File: src/rtl/sdram_sched_pkg.sv
// Shared types for the SDRAM port scheduler: FSM states and the request
// record driven onto the toggle-handshake SDRAM port.
package sdram_sched_pkg;

  localparam int SD_AW = 23;
  localparam int SD_DW = 16;

  typedef enum logic [1:0] {
    IDLE    = 2'd0,
    WAIT_DL = 2'd1,
    WAIT_VR = 2'd2
  } sched_state_e;

  typedef struct packed {
    logic [SD_AW-1:0] a;
    logic [1:0]       ds;
    logic             we;
    logic [SD_DW-1:0] d;
  } sd_req_t;

  // Byte lane for a download byte: odd byte addresses land in the high lane.
  function automatic logic [1:0] dl_lane(input logic a0);
    return {a0, ~a0};
  endfunction

endpackage

File: src/rtl/sdram_req_slot.sv
// One-deep pending request register. A capture always wins over a clear in
// the same cycle, so a request arriving while the previous one is being
// issued stays pending. Overwriting a still-unissued entry sets a sticky
// overrun flag.
module sdram_req_slot
  import sdram_sched_pkg::*;
#(
  parameter int W = 8
) (
  input  logic         clk_sys,
  input  logic         rst_n,
  input  logic         cap,
  input  logic         clr,
  input  logic [W-1:0] din,
  output logic         full,
  output logic [W-1:0] dout,
  output logic         ovr
);

  logic         full_q, full_d;
  logic [W-1:0] data_q, data_d;
  logic         ovr_q, ovr_d;

  // Next-state for occupancy, payload and overrun.
  always_comb begin
    full_d = full_q;
    data_d = data_q;
    ovr_d  = ovr_q;
    if (clr) begin
      full_d = 1'b0;
    end
    if (cap) begin
      full_d = 1'b1;
      data_d = din;
      if (full_q && !clr) begin
        ovr_d = 1'b1;
      end
    end
  end

  // Slot registers.
  always_ff @(posedge clk_sys or negedge rst_n) begin
    if (!rst_n) begin
      full_q <= 1'b0;
      data_q <= '0;
      ovr_q  <= 1'b0;
    end else begin
      full_q <= full_d;
      data_q <= data_d;
      ovr_q  <= ovr_d;
    end
  end

  assign full = full_q;
  assign dout = data_q;
  assign ovr  = ovr_q;

endmodule

File: src/rtl/sdram_port_sched.sv
// SDRAM port scheduler: shares one toggle-handshake SDRAM port between the
// ROM download byte writer and the vector-generator RAM, one transaction
// outstanding at a time, download side first.
//
// Optional build macro: SDRAM_PORT_SCHED_RDCACHE_EN -- a vector read of the
// last completed read address, with no write issued since, completes
// locally without touching SDRAM.
//
// state   | meaning
// --------+-------------------------------------------------------------
// IDLE    | no access in flight; issue DL slot, else VR slot if allowed
// WAIT_DL | download byte write in flight, waiting for ack toggle
// WAIT_VR | vector RAM access in flight, waiting for ack toggle
module sdram_port_sched
  import sdram_sched_pkg::*;
#(
  parameter int               VR_AW   = 10,
  parameter logic [SD_AW-1:0] VR_BASE = 23'h010000
) (
  input  logic              clk_sys,
  input  logic              RESET_L,
  input  logic              dl_active,
  input  logic              dl_wr,
  input  logic [23:0]       dl_addr,
  input  logic [7:0]        dl_data,
  output logic              dl_overrun,
  output logic              rom_loaded,
  input  logic [1:0]        vr_cs,
  input  logic              vr_we,
  input  logic [VR_AW-1:0]  vr_addr,
  input  logic [15:0]       vr_din,
  output logic [15:0]       vr_dout,
  output logic              vr_busy,
  output logic              sd_req,
  input  logic              sd_ack,
  output logic [SD_AW-1:0]  sd_a,
  output logic [1:0]        sd_ds,
  output logic              sd_we,
  output logic [SD_DW-1:0]  sd_d,
  input  logic [SD_DW-1:0]  sd_q
);

  localparam int DLW = 32;
  localparam int VRW = VR_AW + 19;

  // Edge detectors and capture bookkeeping.
  logic             dl_wr_q, dl_wr_d;
  logic             dl_active_q, dl_active_d;
  logic             rom_loaded_q, rom_loaded_d;
  logic             vr_act_q, vr_act_d;
  logic [VR_AW:0]   vr_last_q, vr_last_d;
  logic             dl_cap, vr_cap;

  // Pending slots.
  logic             dl_full, dl_clr, dl_ovr;
  logic [DLW-1:0]   dl_slot;
  logic             vr_full, vr_clr, vr_ovr_unused;
  logic [VRW-1:0]   vr_slot;
  logic [VR_AW-1:0] vr_s_addr;
  logic             vr_s_we;
  logic [1:0]       vr_s_cs;
  logic [15:0]      vr_s_din;

  // FSM and port registers.
  sched_state_e     state_q, state_d;
  sd_req_t          req_q, req_d;
  sd_req_t          dl_req, vr_req;
  logic             sd_req_q, sd_req_d;
  logic [15:0]      vr_dout_q, vr_dout_d;

`ifdef SDRAM_PORT_SCHED_RDCACHE_EN
  logic             cache_vld_q, cache_vld_d;
  logic [VR_AW-1:0] cache_addr_q, cache_addr_d;
  logic [VR_AW-1:0] infl_addr_q, infl_addr_d;
`endif

  // Capture triggers, edge history and the sticky ROM-loaded flag.
  always_comb begin
    dl_cap       = dl_active & dl_wr & ~dl_wr_q;
    vr_cap       = (|vr_cs) & (~vr_act_q | ({vr_addr, vr_we} != vr_last_q));
    dl_wr_d      = dl_wr;
    dl_active_d  = dl_active;
    vr_act_d     = |vr_cs;
    vr_last_d    = vr_cap ? {vr_addr, vr_we} : vr_last_q;
    rom_loaded_d = rom_loaded_q | (dl_active_q & ~dl_active);
  end

  // Capture history registers.
  always_ff @(posedge clk_sys or negedge RESET_L) begin
    if (!RESET_L) begin
      dl_wr_q      <= 1'b0;
      dl_active_q  <= 1'b0;
      rom_loaded_q <= 1'b0;
      vr_act_q     <= 1'b0;
      vr_last_q    <= '0;
    end else begin
      dl_wr_q      <= dl_wr_d;
      dl_active_q  <= dl_active_d;
      rom_loaded_q <= rom_loaded_d;
      vr_act_q     <= vr_act_d;
      vr_last_q    <= vr_last_d;
    end
  end

  sdram_req_slot #(.W(DLW)) u_dl_slot (
    .clk_sys (clk_sys),
    .rst_n   (RESET_L),
    .cap     (dl_cap),
    .clr     (dl_clr),
    .din     ({dl_addr, dl_data}),
    .full    (dl_full),
    .dout    (dl_slot),
    .ovr     (dl_ovr)
  );

  sdram_req_slot #(.W(VRW)) u_vr_slot (
    .clk_sys (clk_sys),
    .rst_n   (RESET_L),
    .cap     (vr_cap),
    .clr     (vr_clr),
    .din     ({vr_addr, vr_we, vr_cs, vr_din}),
    .full    (vr_full),
    .dout    (vr_slot),
    .ovr     (vr_ovr_unused)
  );

  // Unpack pending slots into SDRAM request records.
  always_comb begin
    vr_s_addr = vr_slot[VRW-1:19];
    vr_s_we   = vr_slot[18];
    vr_s_cs   = vr_slot[17:16];
    vr_s_din  = vr_slot[15:0];
    dl_req.a  = dl_slot[31:9];
    dl_req.ds = dl_lane(dl_slot[8]);
    dl_req.we = 1'b1;
    dl_req.d  = {dl_slot[7:0], dl_slot[7:0]};
    vr_req.a  = VR_BASE + SD_AW'(vr_s_addr);
    vr_req.ds = vr_s_cs;
    vr_req.we = vr_s_we;
    vr_req.d  = vr_s_din;
  end

  // Next-state, issue and completion logic.
  always_comb begin
    state_d   = state_q;
    req_d     = req_q;
    sd_req_d  = sd_req_q;
    vr_dout_d = vr_dout_q;
    dl_clr    = 1'b0;
    vr_clr    = 1'b0;
`ifdef SDRAM_PORT_SCHED_RDCACHE_EN
    cache_vld_d  = cache_vld_q;
    cache_addr_d = cache_addr_q;
    infl_addr_d  = infl_addr_q;
`endif
    case (state_q)
      IDLE: begin
        if (dl_full) begin
          req_d    = dl_req;
          sd_req_d = ~sd_req_q;
          dl_clr   = 1'b1;
          state_d  = WAIT_DL;
`ifdef SDRAM_PORT_SCHED_RDCACHE_EN
          cache_vld_d = 1'b0;
`endif
        end else if (vr_full && !dl_active) begin
`ifdef SDRAM_PORT_SCHED_RDCACHE_EN
          if (!vr_s_we && cache_vld_q && (vr_s_addr == cache_addr_q)) begin
            // Repeat read of unchanged data: retire it without an access.
            vr_clr = 1'b1;
          end else begin
            req_d       = vr_req;
            sd_req_d    = ~sd_req_q;
            vr_clr      = 1'b1;
            state_d     = WAIT_VR;
            infl_addr_d = vr_s_addr;
            if (vr_s_we) begin
              cache_vld_d = 1'b0;
            end
          end
`else
          req_d    = vr_req;
          sd_req_d = ~sd_req_q;
          vr_clr   = 1'b1;
          state_d  = WAIT_VR;
`endif
        end
      end
      WAIT_DL: begin
        if (sd_ack == sd_req_q) begin
          state_d = IDLE;
        end
      end
      WAIT_VR: begin
        if (sd_ack == sd_req_q) begin
          if (!req_q.we) begin
            vr_dout_d = sd_q;
`ifdef SDRAM_PORT_SCHED_RDCACHE_EN
            cache_vld_d  = 1'b1;
            cache_addr_d = infl_addr_q;
`endif
          end
          state_d = IDLE;
        end
      end
      default: begin
        state_d = IDLE;
      end
    endcase
  end

  // FSM state and SDRAM port registers.
  always_ff @(posedge clk_sys or negedge RESET_L) begin
    if (!RESET_L) begin
      state_q   <= IDLE;
      req_q     <= '0;
      sd_req_q  <= 1'b0;
      vr_dout_q <= '0;
    end else begin
      state_q   <= state_d;
      req_q     <= req_d;
      sd_req_q  <= sd_req_d;
      vr_dout_q <= vr_dout_d;
    end
  end

`ifdef SDRAM_PORT_SCHED_RDCACHE_EN
  // Read-cache tag registers.
  always_ff @(posedge clk_sys or negedge RESET_L) begin
    if (!RESET_L) begin
      cache_vld_q  <= 1'b0;
      cache_addr_q <= '0;
      infl_addr_q  <= '0;
    end else begin
      cache_vld_q  <= cache_vld_d;
      cache_addr_q <= cache_addr_d;
      infl_addr_q  <= infl_addr_d;
    end
  end
`endif

  assign sd_req     = sd_req_q;
  assign sd_a       = req_q.a;
  assign sd_ds      = req_q.ds;
  assign sd_we      = req_q.we;
  assign sd_d       = req_q.d;
  assign vr_dout    = vr_dout_q;
  assign vr_busy    = vr_full | (state_q == WAIT_VR);
  assign dl_overrun = dl_ovr;
  assign rom_loaded = rom_loaded_q;

endmodule

File: config.mk
export PLATFORM = sky130hd
export DESIGN_NAME = sdram_port_sched
export DESIGN_NICKNAME = d
export VERILOG_FILES = /design/src/rtl/sdram_sched_pkg.sv /design/src/rtl/sdram_req_slot.sv /design/src/rtl/sdram_port_sched.sv
export SDC_FILE = /design/constraint.sdc
export NUM_CORES = 1
export LEC_CHECK = 0
export CAP_MARGIN = 10
export CORE_ASPECT_RATIO = 1.1
export CORE_MARGIN = 3
export CORE_UTILIZATION = 48
export DETAILED_ROUTE_END_ITERATION = 12
export PLACE_DENSITY_LB_ADDON = 0.15
export SYNTH_ARGS = -nofsm -noshare
export SYNTH_HDL_FRONTEND = slang
export SYNTH_SLANG_ARGS = --single-unit
File: constraint.sdc
create_clock -name clk_sys -period 2.3 [get_ports clk_sys]
set_input_delay 0.69 -clock clk_sys [delete_from_list [all_inputs] [get_ports clk_sys]]
set_output_delay 0.69 -clock clk_sys [all_outputs]
set_load 0.02 [all_outputs]
==> results of run 1 <==
power by group through the flow:
stage               Clock (uW)  Combinational, uW  Sequential (uW)
CTS                       2770               3370             3440
global placement             0               3280             3420
floorplan                    0               1130             3990
detailed placement           0               3350             3470
finish                    2710               3320             3430
global route              2890               3590             3530
final cells by class:
| cell class | instances | area (um2) | area share |
|---|---|---|---|
| clock buffer | 23 | 478 | 0.0632 |
| inverter | 8 | 30.0 | 0.00397 |
| clock inverter | 9 | 130 | 0.0172 |
| timing repair buffer | 162 | 1640 | 0.217 |
| tap | 143 | 179 | 0.0236 |
| multi-input combinational | 219 | 1880 | 0.248 |
| sequential | 129 | 3230 | 0.427 |
synthesized netlist by cell type:
cell type	instances	area, um2
nor2b_1	2	12.5
nor2_1	2	7.51
a31oi_1	1	6.26
nor3b_2	1	12.5
nand2b_1	1	6.26
mux2i_1	28	280
xnor2_1	12	105
nand4_2	1	12.5
xor2_1	1	8.76
buf_12	1	20.0
ha_1	2	25.0
dfrtp_1	129	3230
o31ai_1	2	15.0
nand3b_1	1	7.51
a21o_1	1	7.51
a22o_1	13	114
and2_0	1	6.26
clkbuf_1	16	60.1
or2_2	1	6.26
mux2_4	9	135
inv_1	8	30.0
o21ai_1	1	5.00
o21bai_1	1	7.51
nand4_1	2	12.5
o21ai_0	31	155
a21bo_2	2	20.0
mux2_2	65	732
o31ai_4	1	21.3
o22a_1	1	8.76
a21oi_1	3	15.0
buf_2	1	5.00
nand2_1	33	124
stage by stage:
stage           util  setup TNS, ns  setup WS, ns  hold slack (ns)  power, uW
6_report       0.721              0         0.146            0.298       9460
5_1_grt        0.721              0        0.0671            0.301      10000
4_1_cts        0.722              0        0.0203            0.303       9590
3_5_place_dp   0.664          -4.11        -0.249            0.452       6810
3_3_place_gp   0.664          -3.68        -0.226            0.433       6700
2_1_floorplan      -              0         0.194            0.394       5120
how the worst min path moves through the flow:
stage	startpoint	end	slack [ns]
2_1_floorplan	RESET_L	dl_active_q$_DFF_PN0_	0.39
3_3_place_gp	dl_active_q$_DFF_PN0_	rom_loaded$_DFF_PN0_	0.43
3_5_place_dp	rom_loaded$_DFF_PN0_	rom_loaded$_DFF_PN0_	0.45
4_1_cts	RESET_L	sd_d[12]$_DFFE_PN0P_	0.30
5_1_grt	RESET_L	sd_d[12]$_DFFE_PN0P_	0.30
6_report	RESET_L	sd_d[12]$_DFFE_PN0P_	0.30
flip-flops by register name, summed over array words and instances, names as in the netlist, 2 cells and up:
register        flops
sd_ds               2
vr_last_q          11
vr_dout            16
u_dl_slot.dout     32
sd_a               23
state_q             2
sd_d               16
u_vr_slot.dout     18
cells in the final DEF, fill, tap and decap left out, types with 2 or more instances in the layout:
cell	count
ha_1	2
nand2_1	33
xnor2_1	12
a22o_1	13
clkinv_2	2
clkbuf_8	3
mux2_4	9
clkbuf_1	3
mux2_2	65
clkbuf_16	17
buf_4	14
o31ai_1	2
clkdlybuf4s50_1	141
a21oi_1	3
a21bo_2	2
buf_12	6
mux2i_1	28
o21ai_0	31
bufinv_16	3
nand4_1	2
nor2_1	2
clkinvlp_4	4
dfrtp_1	128
nor2b_1	2
inv_1	8
layer usage:
layer  part of all wire  wire (um)  vias up
met2               0.52       5960      101
li1                   -          -     1644
met5                  0          0        -
met3              0.054        627       13
met1               0.42       4820     1722
met4              0.013        151        0
kinds of logic after synthesis:
family	count (synthesis)	share of synthesized area
compound gates	57	0.0720
simple gates	45	0.0398
buf+inv	26	0.0221
fa+ha+maj	2	0.00480
flops	129	0.619
xor+xnor	13	0.0218
mux	102	0.220
what timing repair did:
action | CTS | global route
resized for setup | 3 | 1
hold buffers | 0 | 0
cloned | 0 | 0
endpoints found under the setup margin | 1 | 1
==> flow_metrics.py, run 1 <==
metrics = {
    "final_layout": {
        "nNetsFinal": 621,
        "drive_gt1_frac": 0.240,
        "design_area_um2": 7570,
        "stdcell_count": 693,
        "diodes": 0,
        "syn_to_final_growth_pct": 45.2,
        "nFillCells": 750,
    },
    "synthesis": {
        "syn-cell-area_um2": 5210,
        "ys_ff_latch": 129,
        "yosysSeqAreaShare": 0.619,
        "synth.distinct_cells": 32,
        "synth_warnings": 0,
        "syn_nets": 458,
        "syn_inst": 374,
        "synth.avg_cell_area_um2": 13.9,
    },
    "worst_setup_path": {
        "crit_buf_inv": 1,
        "reg2reg_slack_ns": 0.52,
        "critPathLaunchType": "flip-flop",
        "critical-path-top-delay-family": "buffers and inverters",
        "cp.required_ns": 1.61,
        "cp_max_fo": 4,
        "crit_type": "reg2out",
        "ff2ff_path_depth": 5,
        "cp-end-kind": "output port",
        "worstPathArrival_ns": 1.46,
        "crit_start": "sd_we$_DFFE_PN0P_",
        "timing.rr.start": "vr_last_q[4]$_DFFE_PN0P_",
        "crit_chain": "clkdlybuf4s50_1",
        "crit_slowest_cell": "clkdlybuf4s50_1",
        "crit_path_end": "sd_we",
        "worstSetupPathDepth": 1,
        "timing.rr.end": "u_vr_slot.dout[1]$_DFFE_PN0P_",
        "slowest_delay_ns": 0.65,
    },
    "drt": {
        "route.detailed.wl_per_inst_um": 16.7,
        "vias": 3480,
        "routed_wl_mm": 11.6,
        "antenna_left": 0,
        "firstDrtPassIters": 4,
        "drt_iter0_drc": 102,
        "drc": 0,
        "via_per_inst": 5.02,
    },
    "sta": {
        "slew_headroom": 0.580,
        "clock_skew_ns": 0.00544,
        "fmax_ghz": 0.464,
        "min_period_ns": 2.15,
        "setup_viol": 0,
        "maxSlewViolCount": 0,
        "rsz0062_at_grt": "no",
        "period_share": 0.937,
        "finalHoldViolations": 0,
        "tightestPinTransition_ns": 0.630,
    },
    "global_route": {
        "grtUsageMet1": 0.245,
        "use_met3": 0.0668,
        "grt.busiest_layer": "met2",
        "antenna_found_initial": 0,
        "grt_pass1_wl_mm": 19.2,
        "grt_max_degree": 71,
        "grt-ovfl-total": 0,
        "track_usage": 0.203,
        "grt_use_met2": 0.344,
        "grt_pass1_vias": 3797,
    },
    "cts": {
        "cts_buffer_depth": 2,
        "root_buffer": "clkbuf_16",
        "path_clk_slew_ns": 0.05,
        "cts_sinks": 129,
        "clk_latency_ns": 0.40,
        "cts.htree.levels": 4,
        "cts_post_setup_buffers_inserted": 0,
        "cts_tree": "built",
        "cts_buffers": 17,
    },
    "die": {
        "coreArea_um2": 10500,
        "rows": 39,
        "start_util": 0.497,
        "die_area_um2": 12100,
        "die_h_um": 115,
        "die_x_um": 105,
        "io_pins": 144,
    },
    "hold_path": {
        "hp-class": "in2async",
    },
    "placement": {
        "gp_congestion": 0.798,
        "place_area_um2": 6970,
        "hpwl_mm": 7.92,
        "place_inst": 661,
        "io_buffers": 143,
    },
    "job": {
        "max-cap-violations": 0,
    },
    "power": {
        "clockPowerShare": 0.287,
        "comb_power_share": 0.350,
        "power.switching_uw": 2980,
        "seq_power_share": 0.363,
        "switching_share": 0.315,
        "p_leak_uw": 0.00322,
        "ir_worst_vdd_v": 0.000830,
        "p_per_area_nw_per_um2": 1250,
        "p_int_uw": 6480,
    },
    "status": {
        "outcome": "finished clean",
    },
}
No activity file was read; power rests on OpenSTA's default activity.
==> inputs of run 2 (changes only) <==
--- a/config.mk
+++ b/config.mk
@@ -5,7 +5,6 @@
 export SDC_FILE = /design/constraint.sdc
 export NUM_CORES = 1
 export LEC_CHECK = 0
-export CAP_MARGIN = 10
 export CORE_ASPECT_RATIO = 1.1
 export CORE_MARGIN = 3
 export CORE_UTILIZATION = 48
==> results of run 2 <==
No change in the layout: final DEF, timing and power equal those of run 1.
